File: src/rtl/game_state_controller.sv
// game_state_controller
//   Round sequencer for a two-player fighting game. A start press leaves
//   IDLE and opens the READY -> SET -> FIGHT banner sequence. The banners are
//   timed in frame ticks and lead into FIGHTING. A knockout there leads to a
//   timed winner screen, and the winner's round score goes up by one. Scores
//   saturate at 9 and only rst clears them.
//
// Ports
//   clk            sole clock, rising edge
//   rst            synchronous, active-high reset
//   start_btn      synchronised, debounced start button level
//   tick           one-cycle frame timebase strobe
//   p1_dead        level, player 1 health is zero
//   p2_dead        level, player 2 health is zero
//   game_state     0 IDLE, 1 READY, 2 SET, 3 FIGHT, 4 FIGHTING, 5 P1_WIN, 6 P2_WIN
//                  (this is the FSM state register itself)
//   fight_active   registered, high only while game_state == FIGHTING
//   state_changed  registered, one-cycle pulse in the first cycle of a new state
//   p1_score       round wins for player 1, 0..9
//   p2_score       round wins for player 2, 0..9
//
// There is no valid/ready handshake here. start_btn is edge-detected
// internally. tick and the dead flags are sampled as plain levels on each
// rising edge.
module game_state_controller #(
    parameter logic [7:0] READY_TICKS = 8'd60,
    parameter logic [7:0] SET_TICKS   = 8'd60,
    parameter logic [7:0] FIGHT_TICKS = 8'd60,
    parameter logic [7:0] WIN_TICKS   = 8'd180
) (
    input  logic       clk,
    input  logic       rst,
    input  logic       start_btn,
    input  logic       tick,
    input  logic       p1_dead,
    input  logic       p2_dead,
    output logic [2:0] game_state,
    output logic       fight_active,
    output logic       state_changed,
    output logic [3:0] p1_score,
    output logic [3:0] p2_score
);

    typedef enum logic [2:0] {
        S_IDLE     = 3'd0,
        S_READY    = 3'd1,
        S_SET      = 3'd2,
        S_FIGHT    = 3'd3,
        S_FIGHTING = 3'd4,
        S_P1_WIN   = 3'd5,
        S_P2_WIN   = 3'd6
    } state_t;

    state_t     state, state_nxt;
    logic [7:0] cnt, cnt_nxt;
    logic [3:0] p1_nxt, p2_nxt;
    logic       btn_q;
    logic       press;

    // btn_q resets to 1, so a button held through reset does not count as a
    // press. The player must release it and press again.
    assign press      = start_btn & ~btn_q;
    assign game_state = state;

    // A zero duration would underflow the counter, so it is treated as one tick.
    function automatic logic [7:0] nz(input logic [7:0] p);
        return (p == 8'd0) ? 8'd1 : p;
    endfunction

    function automatic logic [7:0] load_of(input state_t s);
        case (s)
            S_READY:            return nz(READY_TICKS);
            S_SET:              return nz(SET_TICKS);
            S_FIGHT:            return nz(FIGHT_TICKS);
            S_P1_WIN, S_P2_WIN: return nz(WIN_TICKS);
            default:            return 8'd0;
        endcase
    endfunction

    function automatic logic [3:0] sat_inc(input logic [3:0] v);
        return (v >= 4'd9) ? 4'd9 : v + 4'd1;
    endfunction

    always_comb begin
        state_nxt = state;
        cnt_nxt   = cnt;
        p1_nxt    = p1_score;
        p2_nxt    = p2_score;
        case (state)
            S_IDLE: begin
                if (press) state_nxt = S_READY;
            end
            S_READY, S_SET, S_FIGHT, S_P1_WIN, S_P2_WIN: begin
                // A press on a winner screen beats a coincident tick.
                if ((state == S_P1_WIN || state == S_P2_WIN) && press) begin
                    state_nxt = S_IDLE;
                end else if (tick) begin
                    // The tick that finds the counter at 1 is the last tick of
                    // this state, so a state loaded with N lasts exactly N ticks.
                    if (cnt <= 8'd1) begin
                        case (state)
                            S_READY: state_nxt = S_SET;
                            S_SET:   state_nxt = S_FIGHT;
                            S_FIGHT: state_nxt = S_FIGHTING;
                            default: state_nxt = S_IDLE;
                        endcase
                    end else begin
                        cnt_nxt = cnt - 8'd1;
                    end
                end
            end
            S_FIGHTING: begin
                if (p2_dead && !p1_dead) begin
                    state_nxt = S_P1_WIN;
                    p1_nxt    = sat_inc(p1_score);
                end else if (p1_dead && !p2_dead) begin
                    state_nxt = S_P2_WIN;
                    p2_nxt    = sat_inc(p2_score);
                end else if (p1_dead && p2_dead) begin
                    // A double knockout is a draw. No score changes.
                    state_nxt = S_IDLE;
                end
            end
            default: state_nxt = S_IDLE;
        endcase
        // Every state entry reloads the counter. Untimed states load 0.
        if (state_nxt != state) cnt_nxt = load_of(state_nxt);
    end

    always_ff @(posedge clk) begin
        if (rst) begin
            state         <= S_IDLE;
            cnt           <= 8'd0;
            fight_active  <= 1'b0;
            state_changed <= 1'b0;
            p1_score      <= 4'd0;
            p2_score      <= 4'd0;
            btn_q         <= 1'b1;
        end else begin
            state         <= state_nxt;
            cnt           <= cnt_nxt;
            fight_active  <= (state_nxt == S_FIGHTING);
            state_changed <= (state_nxt != state);
            p1_score      <= p1_nxt;
            p2_score      <= p2_nxt;
            btn_q         <= start_btn;
        end
    end

endmodule

File: config.mk
export PLATFORM = sky130hd
export DESIGN_NAME = game_state_controller
export DESIGN_NICKNAME = d
export VERILOG_FILES = /design/src/rtl/game_state_controller.sv
export SDC_FILE = /design/constraint.sdc
export NUM_CORES = 1
export LEC_CHECK = 0
export ABC_CLOCK_PERIOD_IN_PS = 2800
export BUFFER_PORTS_ARGS = -buffer_cell sky130_fd_sc_hd__clkbuf_2
export CORE_UTILIZATION = 40
export CTS_BUF_LIST = sky130_fd_sc_hd__clkbuf_8
export CTS_CLUSTER_DIAMETER = 40
export DETAILED_ROUTE_END_ITERATION = 10
export PLACE_DENSITY = 0.7
export SETUP_SLACK_MARGIN = 0.5
export SLEW_MARGIN = 20
export SYNTH_ARGS = -nofsm -noshare
export SYNTH_HDL_FRONTEND = slang
export SYNTH_SLANG_ARGS = --single-unit
File: constraint.sdc
create_clock -name clk -period 2.8 [get_ports clk]
set_input_delay 0.42 -clock clk [delete_from_list [all_inputs] [get_ports clk]]
set_output_delay 0.42 -clock clk [all_outputs]
set_load 0.005 [all_outputs]
==> reports/results.ini, run 1 <==
[run_status]
status = finished clean

[die]
die_w_um = 61.3
rows = 21
core_mm2 = 0.00336
start_util_pct = 41.9
die_y_um = 61.3
num_io_pins = 19
dieArea_mm2 = 0.00376

[yosys]
syn_inst = 178
async_flop_share_pct = 0
syn_nets = 192
synth-edff-count = 0
syn_area_per_cell_um2 = 7.91
yosysWarnings = 0
yosys_register_bits = 22
synthFlopType = dfxtp_1
synth_cell_types = 46
synthesis.area_mm2 = 0.00141
yosysSeqAreaShare_pct = 31.3

[worst_setup_path]
end_kind = flop
cp.required_ps = 2980
cp_max_fo = 7
path_class = flop to flop
cp.arrival_ps = 2410
start_kind = flop

[detailed_routing]
ant_nets = 0
wl_per_cell_um = 13.1
routed_wirelength_um = 3150
viasPerCell = 5.53
drt_first_iter_violations = 147
dr.pass1.iters = 5
drc = 0
vias = 1327

[sta]
timing_hold_violations_final = 0
totalNegativeSetupSlack_ps = 0
worst_slew_pin_slew_ps = 685
max_freq_ghz = 0.450
rsz0062_at_grt = no
period_minus_slack_ps = 2220
hold-worst-slack_ps = 368
setup_viol = 0
slew_violations = 0
period_share_pct = 79.4
skew_ps = 3.09
maxSlewHeadroom_pct = 54.3

[cells_and_area]
final_nets = 210
antenna_cells = 0
seq_area_um2 = 443
multi_input_area_um2 = 917
layout-drive-gt1-share_pct = 20.6
fin_util_pct = 48.1
syn2layout_area_growth_pct = 14.7
fillers = 342

[power]
powerDensity_mw_per_mm2 = 463
vdd_drop_max_uv = 171
p_leak_nw = 0.666

[clock_tree]
clkTransAtPathRegs_ps = 80
cts_tree = built
htree_levels = 1
insertion_delay_ps = 260
cts_root_buf = clkbuf_8
cts_buffers = 3
hold_buffers = 0
clock_path_buffers = 2
cts_num_sinks = 22

[global_route]
grt_max_degree = 23
grt_pass1_vias = 1129
antenna_found_initial = 0
grt-ovfl-total = 0
grt_pass1_wl_um = 4910
gr-usage-all-layers_pct = 17.5

[place]
io_buffers = 18
place.gp.congestion = 0.810
dp_hpwl_um = 2090

[min_path]
hold_path.class = input port to flop

[flow_run]
drv_cap = 0

==> logic make-up (layout without fill, tap and decap cells) <==
kind of cell / Yosys count / in the layout / synth area share (%)
adder cells (fa/ha/maj): 8 / 8 / 7.11
XOR/XNOR: 7 / 7 / 4.35
buffers and inverters: 18 / 34 / 5.51
AO/OA/AOI/OAI: 48 / 48 / 23.6
AND/OR/NAND/NOR: 75 / 75 / 28.2
flip-flops: 22 / 22 / 31.3
==> layout by cell type, fill, tap and decap left out, types with 2 or more instances in the layout <==
master    count
nand3_1       3
nor4_4        2
o21ai_0      11
buf_4         5
xnor2_1       2
a41oi_1       2
nand2_1       8
clkbuf_2     18
dfxtp_2       2
dfxtp_1      20
a211oi_1      3
nand2b_1      2
nor3_1        9
and3b_1       2
a21boi_0      2
xor2_1        5
clkbuf_8      3
a221oi_1      2
a22oi_1       2
a21oi_1      13
nor2_1       28
and3_1        2
o21ai_1       2
ha_1          8
nor4_1        2
nor2b_1       6
inv_1         8
==> power by group <==
| part | switching (mW) | internal [mW] | leakage (nW) | total [mW] |
|---|---|---|---|---|
| Clock | 0.0998 | 0.0961 | 0.0216 | 0.196 |
| Combinational | 0.100 | 0.0845 | 0.465 | 0.185 |
| Sequential | 0.0370 | 0.331 | 0.180 | 0.368 |
==> timing repair <==
item	4_1_cts	5_1_grt
endpoints found under the hold margin	0	0
setup endpoints to repair	2	5
buffers inserted	0	4
resized for setup	2	5
pin swaps	0	6
==> worst max-delay path: stages (launching register included) <==
cell and delay (ps):
dfxtp_2 350, inv_1 60, ha_1 230, nor2_2 180, and3b_1 200, or3_4 440
nor4_4 260, xor2_1 170, o21ai_1 80, a21oi_1 170
==> metrics by stage <==
step | cells | instance area, um^2 | power, mW | setup slack, ps
after floorplan | 178 | 1410 | 0.493 | 724
after global placement | 233 | 1520 | 0.520 | 490
after detailed placement | 233 | 1520 | 0.522 | 411
after CTS | 236 | 1570 | 0.719 | 538
after global routing | 240 | 1620 | 0.795 | 456
final | 240 | 1620 | 0.748 | 577
==> path summary, 6_finish.rpt <==
kind,endpoint,slack (ps),start,cells after the start
setup / recovery,cnt[5],580,cnt[0],9
hold / removal,btn_q,370,start_btn,2
setup reg to reg,cnt[5],580,cnt[0],9
hold reg to reg,p1_score[3],500,p1_score[3],2
==> routing by layer <==
layer  routed length, um  global-route usage [%]  vias up
li1                    -                       -      668
met1                1550                    22.7      614
met2                1440                    28.3       37
met3                  97                    2.94        8
met4                  57                    8.57        0
met5                   0                       0        -
==> synthesized netlist by cell type, types with 2 or more instances <==
master	n	area, um^2
nor2_1	29	109
dfxtp_1	22	440
a21oi_1	13	65.1
o21ai_0	11	55.1
nor3_1	9	45.0
ha_1	8	100
inv_1	8	30.0
nand2_1	8	30.0
nor2b_1	6	37.5
clkbuf_1	5	18.8
xor2_1	5	43.8
a211oi_1	3	22.5
nand3_1	3	15.0
nor4_2	3	37.5
a21boi_0	2	15.0
a221oi_1	2	17.5
a22oi_1	2	15.0
a41oi_1	2	17.5
and3_1	2	12.5
and3b_1	2	17.5
buf_1	2	7.51
buf_2	2	10.0
nand2b_1	2	12.5
nor4_1	2	12.5
o21ai_1	2	10.0
or3_1	2	12.5
xnor2_1	2	17.5
==> flip-flops by register name, summed over array words and instances, names as in the netlist <==
name / flops
cnt: 8
p2_score: 4
game_state: 3
fight_active: 1
btn_q: 1
p1_score: 4
state_changed: 1
==> area by class of cell <==
type                       instances  area share, %
sequential                        22           27.4
tap                               46           3.56
inverter                           8           1.86
multi-input combinational        138           56.7
timing repair buffer              23           7.89
clock buffer                       3           2.55
Power figures use the tool's default switching activity.
==> inputs of run 2 (changes only) <==
ABC_CLOCK_PERIOD_IN_PS = 2300   (was 2800)
clock period = 2.3 ns   (was 2.8 ns; I/O delays follow)
==> reports/results.ini, run 2 (synthesis results as in run 1) <==
[detailed_routing]
routed_wirelength_um = 3370  ; was 3150 um
drc = 0  ; unchanged
viasPerCell = 5.28  ; was 5.53
drt_first_iter_violations = 80  ; was 147
ant_nets = 0  ; unchanged
wl_per_cell_um = 13.1  ; about the same
vias = 1356  ; was 1327
dr.pass1.iters = 4  ; was 5

[sta]
totalNegativeSetupSlack_ps = 0  ; unchanged
slew_violations = 0  ; unchanged
period_share_pct = 86.4  ; was 79.4%
hold-worst-slack_ps = 283  ; was 368 ps
period_minus_slack_ps = 1990  ; was 2220 ps
max_freq_ghz = 0.503  ; was 0.450 GHz
timing_hold_violations_final = 0  ; unchanged
maxSlewHeadroom_pct = 61.8  ; was 54.3%
skew_ps = 1.94  ; was 3.09 ps
worst_slew_pin_slew_ps = 568  ; was 685 ps
rsz0062_at_grt = yes  ; was no
setup_viol = 0  ; unchanged

[die]
core_mm2 = 0.00336  ; unchanged
die_w_um = 61.3  ; unchanged
rows = 21  ; unchanged
die_y_um = 61.3  ; unchanged
num_io_pins = 19  ; unchanged
start_util_pct = 41.9  ; unchanged
dieArea_mm2 = 0.00376  ; unchanged

[worst_setup_path]
crit_slowest_cell = dfxtp_1  ; was or3_4
rrSetupSlack_ps = 310  ; was 580 ps
r2r_start = cnt[3]  ; was cnt[0]
cp_top_family = simple AND/OR/NAND/NOR gates  ; unchanged
cp.arrival_ps = 2200  ; was 2410 ps
cp_max_fo = 4  ; was 7
crit_buf_inv = 2  ; was 1
start_kind = flop  ; unchanged
critPathMaxStageDelay_ps = 360  ; was 440 ps
cp.required_ps = 2510  ; was 2980 ps
path_class = flop to flop  ; unchanged
r2r-end = cnt[3]  ; was cnt[5]
end_kind = flop  ; unchanged
cp_cell_sequence = nor4_4 -> and4b_2 -> buf_6 -> nor2_2 -> a311oi_2 -> buf_4 -> a21oi_2 -> nor3_2  ; was inv_1 -> ha_1 -> nor2_2 -> and3b_1 -> or3_4 -> nor4_4 -> xor2_1 -> o21ai_1 -> a21oi_1
ff2ff_path_depth = 8  ; was 9

[cells_and_area]
mostFrequentLayoutCell = nor2_1  ; unchanged
final_nets = 226  ; was 210
layout-drive-gt1-share_pct = 34.6  ; was 20.6%
instances_no_fill = 257  ; was 240
largest_reg_flops = 8  ; unchanged
syn2layout_area_growth_pct = 32.7  ; was 14.7%
fillers = 305  ; was 342
reg_top3 = cnt (8), p1_score (4), p2_score (4)  ; unchanged
regMostFlops = cnt  ; unchanged
final_cell_mix = 24 x nor2_1, 18 x clkbuf_2, 17 x dfxtp_1, 17 x buf_4, 12 x a21oi_1  ; was 28 x nor2_1, 20 x dfxtp_1, 18 x clkbuf_2, 13 x a21oi_1, 11 x o21ai_0
antenna_cells = 0  ; unchanged

[global_route]
gr-usage-all-layers_pct = 18.7  ; was 17.5%
grt-ovfl-total = 0  ; unchanged
grt-busiest-layer = met2  ; unchanged
grt_pass1_wl_um = 5200  ; was 4910 um
grt_pass1_vias = 1151  ; was 1129
antenna_found_initial = 0  ; unchanged
grt_max_degree = 23  ; unchanged
met3_usage_pct = 2.52  ; was 2.94%
grt.met1_usage_pct = 25.1  ; was 22.7%
use_met2_pct = 30.9  ; was 28.3%

[min_path]
hold_path.class = input port to flop  ; unchanged
whs_endpoint = btn_q  ; unchanged
min_from = start_btn  ; unchanged
min_path_cells = 2  ; unchanged

[power]
p_leak_nw = 0.773  ; was 0.666 nW
powerDensity_mw_per_mm2 = 595  ; was 463 mW/mm^2
finalPower_mw = 1.11  ; was 0.748 mW
vdd_drop_max_uv = 240  ; was 171 uV

[clock_tree]
cts_buffers = 3  ; unchanged
cts_num_sinks = 22  ; unchanged
insertion_delay_ps = 270  ; was 260 ps
clock_path_buffers = 2  ; unchanged
clkTransAtPathRegs_ps = 80  ; about the same
htree_levels = 1  ; unchanged
cts_root_buf = clkbuf_8  ; unchanged
hold_buffers = 0  ; unchanged
cts_tree = built  ; unchanged

[flow_run]
drv_cap = 0  ; unchanged

[place]
placed_cells = 244  ; was 233
dp_hpwl_um = 2290  ; was 2090 um
place.gp.congestion = 0.849  ; was 0.810
io_buffers = 18  ; unchanged

[run_status]
status = finished clean  ; unchanged

==> run 2: cell types whose count changed in the layout (fill, tap and decap cells not counted), sizes merged <==
| cell | delta |
|---|---|
| buf | +16 |
| bufinv | +1 |
==> run 2: routing by layer <==
| metal | wire length, um | part of all wire, % | up-vias |
|---|---|---|---|
| met5 | 0 | 0 | - |
| met4 | 55 | 1.6 | 0 |
| met3 | 167 | 5.0 | 5 |
| met2 | 1550 | 46 | 42 |
| met1 | 1600 | 47 | 614 |
| li1 | - | - | 695 |
==> run 2: layout make-up <==
| cell class | count | area, um^2 | area share (%) |
|---|---|---|---|
| repair buffers | 39 | 263 | 14.1 |
| multi-input cells | 138 | 998 | 53.4 |
| inverters | 8 | 30.0 | 1.61 |
| well taps | 46 | 57.6 | 3.08 |
| flip-flops and latches | 22 | 449 | 24.0 |
| clock buffers | 3 | 41.3 | 2.21 |
| clock inverters | 1 | 30.0 | 1.61 |
==> run 2: worst max-delay path by stage <==
stage	from	end	slack, ps	cells after the start
after floorplan	cnt[0]	cnt[7]	450	9
final	cnt[3]	cnt[3]	310	8
after global routing	cnt[6]	cnt[3]	250	8
after detailed placement	cnt[0]	cnt[4]	240	9
after CTS	cnt[0]	cnt[3]	390	10
after global placement	cnt[0]	cnt[4]	230	9
==> run 2: where the power goes <==
group / switching (mW) / internal (mW)
clock: 0.140 / 0.233
sequential: 0.0278 / 0.403
combinational: 0.164 / 0.145
total: 0.332 / 0.780
==> run 2: what timing repair did <==
item / 4_1_cts / 5_1_grt
gates resized for setup: 7 / 12
pin swaps: 2 / 10
endpoints found under the setup margin: 10 / 13
setup buffers: 7 / 2
==> run 2: per-stage QoR <==
stage / setup slack [ps] / cell area (um^2) / util [%]
2_1_floorplan: 451 / 1490 / -
3_3_place_gp: 228 / 1670 / 49.6
3_5_place_dp: 239 / 1670 / 49.6
4_1_cts: 392 / 1810 / 53.9
5_1_grt: 251 / 1870 / 55.6
6_report: 312 / 1870 / 55.6
==> inputs of run 3 (changes only) <==
CORE_UTILIZATION = 59   (was 40)
PLACE_DENSITY = 0.92   (was 0.7)
REMOVE_ABC_BUFFERS = 1   (was not set)
==> reports/results.ini, run 3 (synthesis results as in run 1) <==
[cells_and_area]
regMostFlops = cnt  ; unchanged
final_nets = 227  ; was 226
mostFrequentLayoutCell = nor2_1  ; unchanged
layout-drive-gt1-share_pct = 39.2  ; was 34.6%
syn2layout_area_growth_pct = 34.0  ; was 32.7%
largest_reg_flops = 8  ; unchanged
reg_top3 = cnt (8), p1_score (4), p2_score (4)  ; unchanged
final_cell_mix = 23 x nor2_1, 18 x clkbuf_2, 18 x buf_4, 15 x dfxtp_1, 10 x a21oi_1  ; was 24 x nor2_1, 18 x clkbuf_2, 17 x dfxtp_1, 17 x buf_4, 12 x a21oi_1
antenna_cells = 0  ; unchanged

[die]
die_w_um = 50.9  ; was 61.3 um
rows = 17  ; was 21
num_io_pins = 19  ; unchanged
start_util_pct = 63.1  ; was 41.9%
die_y_um = 50.9  ; was 61.3 um
core_mm2 = 0.00223  ; was 0.00336 mm^2
dieArea_mm2 = 0.00259  ; was 0.00376 mm^2

[min_path]
hold_path.class = input port to flop  ; unchanged
min_path_cells = 2  ; unchanged

[power]
vdd_drop_max_uv = 426  ; was 240 uV
switching_share_pct = 35.3  ; was 29.8%
pwr-share-clk_pct = 27.3  ; was 33.6%
p_switching_mw = 0.384  ; was 0.332 mW
finalPower_mw = 1.09  ; was 1.11 mW
combPwrFrac_pct = 32.4  ; was 27.7%
powerDensity_mw_per_mm2 = 576  ; was 595 mW/mm^2
p_leak_nw = 0.779  ; was 0.773 nW
p_seq_share_pct = 40.3  ; was 38.7%
internal_power_mw = 0.703  ; was 0.780 mW

[sta]
period_minus_slack_ps = 2100  ; was 1990 ps
max_freq_ghz = 0.476  ; was 0.503 GHz
timing_hold_violations_final = 0  ; unchanged
finalWorstSetupSlack_ps = 199  ; was 312 ps
rsz0062_at_grt = yes  ; unchanged
totalNegativeSetupSlack_ps = 0  ; unchanged
worst_slew_pin_slew_ps = 514  ; was 568 ps
setup_viol = 0  ; unchanged
period_share_pct = 91.3  ; was 86.4%
maxSlewHeadroom_pct = 65.5  ; was 61.8%
skew_ps = 11.5  ; was 1.94 ps
slew_violations = 0  ; unchanged

[detailed_routing]
dr.pass1.iters = 8  ; was 4
ant_nets = 0  ; unchanged
routed_wirelength_um = 4990  ; was 3370 um
drc = 0  ; unchanged
viasPerCell = 6.95  ; was 5.28
drt_first_iter_violations = 170  ; was 80
wl_per_cell_um = 20.8  ; was 13.1 um
vias = 1667  ; was 1356

[worst_setup_path]
cp-endpoint = cnt[7]  ; was cnt[3]
startpoint = cnt[0]  ; was cnt[3]
rrSetupSlack_ps = 200  ; was 310 ps
cp.arrival_ps = 2280  ; was 2200 ps
start_kind = flop  ; unchanged
ff2ff_path_depth = 8  ; unchanged
cp.required_ps = 2480  ; was 2510 ps
path_class = flop to flop  ; unchanged
cp_max_fo = 4  ; unchanged
end_kind = flop  ; unchanged
r2r-end = cnt[7]  ; was cnt[3]
r2r_start = cnt[0]  ; was cnt[3]

[place]
place_ws_ps = 1.39  ; was 239 ps
io_buffers = 18  ; unchanged
dp_hpwl_um = 2470  ; was 2290 um
place.gp.congestion = 0.891  ; was 0.849

[clock_tree]
clkTransAtPathRegs_ps = 90  ; was 80 ps
cts_tree = built  ; unchanged
cts_buffers = 3  ; unchanged
insertion_delay_ps = 280  ; was 270 ps
hold_buffers = 0  ; unchanged
cts_root_buf = clkbuf_8  ; unchanged
clock_path_buffers = 2  ; unchanged
htree_levels = 1  ; unchanged
cts_num_sinks = 22  ; unchanged

[global_route]
antenna_found_initial = 0  ; unchanged
grt_pass1_vias = 1540  ; was 1151
grt_pass1_wl_um = 7670  ; was 5200 um
grt_max_degree = 23  ; unchanged
grt-ovfl-total = 0  ; unchanged
gr-usage-all-layers_pct = 40.6  ; was 18.7%

[flow_run]
drv_cap = 0  ; unchanged

[run_status]
status = finished clean  ; unchanged

[run 3: changes by cell type in the layout (fill, tap and decap cells not counted), moves of 2 or more]
cell     previous run  this run
a21oi_1            12        10
a21oi_2             1         3
dfxtp_1            17        15
nor2_2              2         4
nor2b_2             0         2
nor4_2              0         2
o21ai_0            10         8
[run 3: per-layer routing]
layer / vias up / GRT usage [%] / part of all wire (%)
met3: 39 / 10.1 / 15
met5: - / 0 / 0
li1: 706 / - / -
met4: 0 / 24.5 / 5.4
met1: 740 / 49.4 / 36
met2: 182 / 64.4 / 44
[run 3: area by class of cell]
class | instances | area (um^2)
multi-input combinational | 139 | 1050
sequential | 22 | 454
fill | 116 | 345
timing repair buffer | 39 | 259
clock buffer | 4 | 55.1
tap | 28 | 35.0
inverter | 8 | 32.5
[run 3: power groups by stage]
stage	clock network, mW	registers, mW	logic [mW]
after global routing	0.305	0.438	0.365
after floorplan	0	0.440	0.145
after detailed placement	0	0.437	0.224
final	0.297	0.438	0.352
after global placement	0	0.435	0.213
after CTS	0.286	0.433	0.290
[run 3: worst min path at each step]
stage / startpoint / to / slack [ps]
final: start_btn / btn_q / 280
after global routing: start_btn / btn_q / 300
after detailed placement: p1_score[3] / p1_score[3] / 520
after global placement: p1_score[3] / p1_score[3] / 480
after CTS: start_btn / btn_q / 290
after floorplan: rst / cnt[2] / 410
[run 3: repair_timing]
item                       in CTS  in global routing
gates cloned                    1                  0
resized for setup              28                 23
pin swaps                      13                 10
setup endpoints to repair      12                 17
setup buffers                   9                  3
[run 3: metrics by stage]
stage | hold slack [ps] | utilization [%] | std cells | area (um^2)
6_report | 278 | 84.5 | 240 | 1890
5_1_grt | 298 | 84.5 | 240 | 1890
4_1_cts | 292 | 80.5 | 237 | 1800
3_5_place_dp | 516 | 69.6 | 223 | 1550
3_3_place_gp | 483 | 69.6 | 223 | 1550
2_1_floorplan | 414 | - | 168 | 1360
[run 3: worst max-delay path, stage by stage (launching register included)]
cell      delay (ps)
dfxtp_4          400
inv_4             50
ha_4             160
nor2_4           110
and4b_2          300
a211oi_4         320
o211ai_4         180
a211o_1          270
and3b_1          200
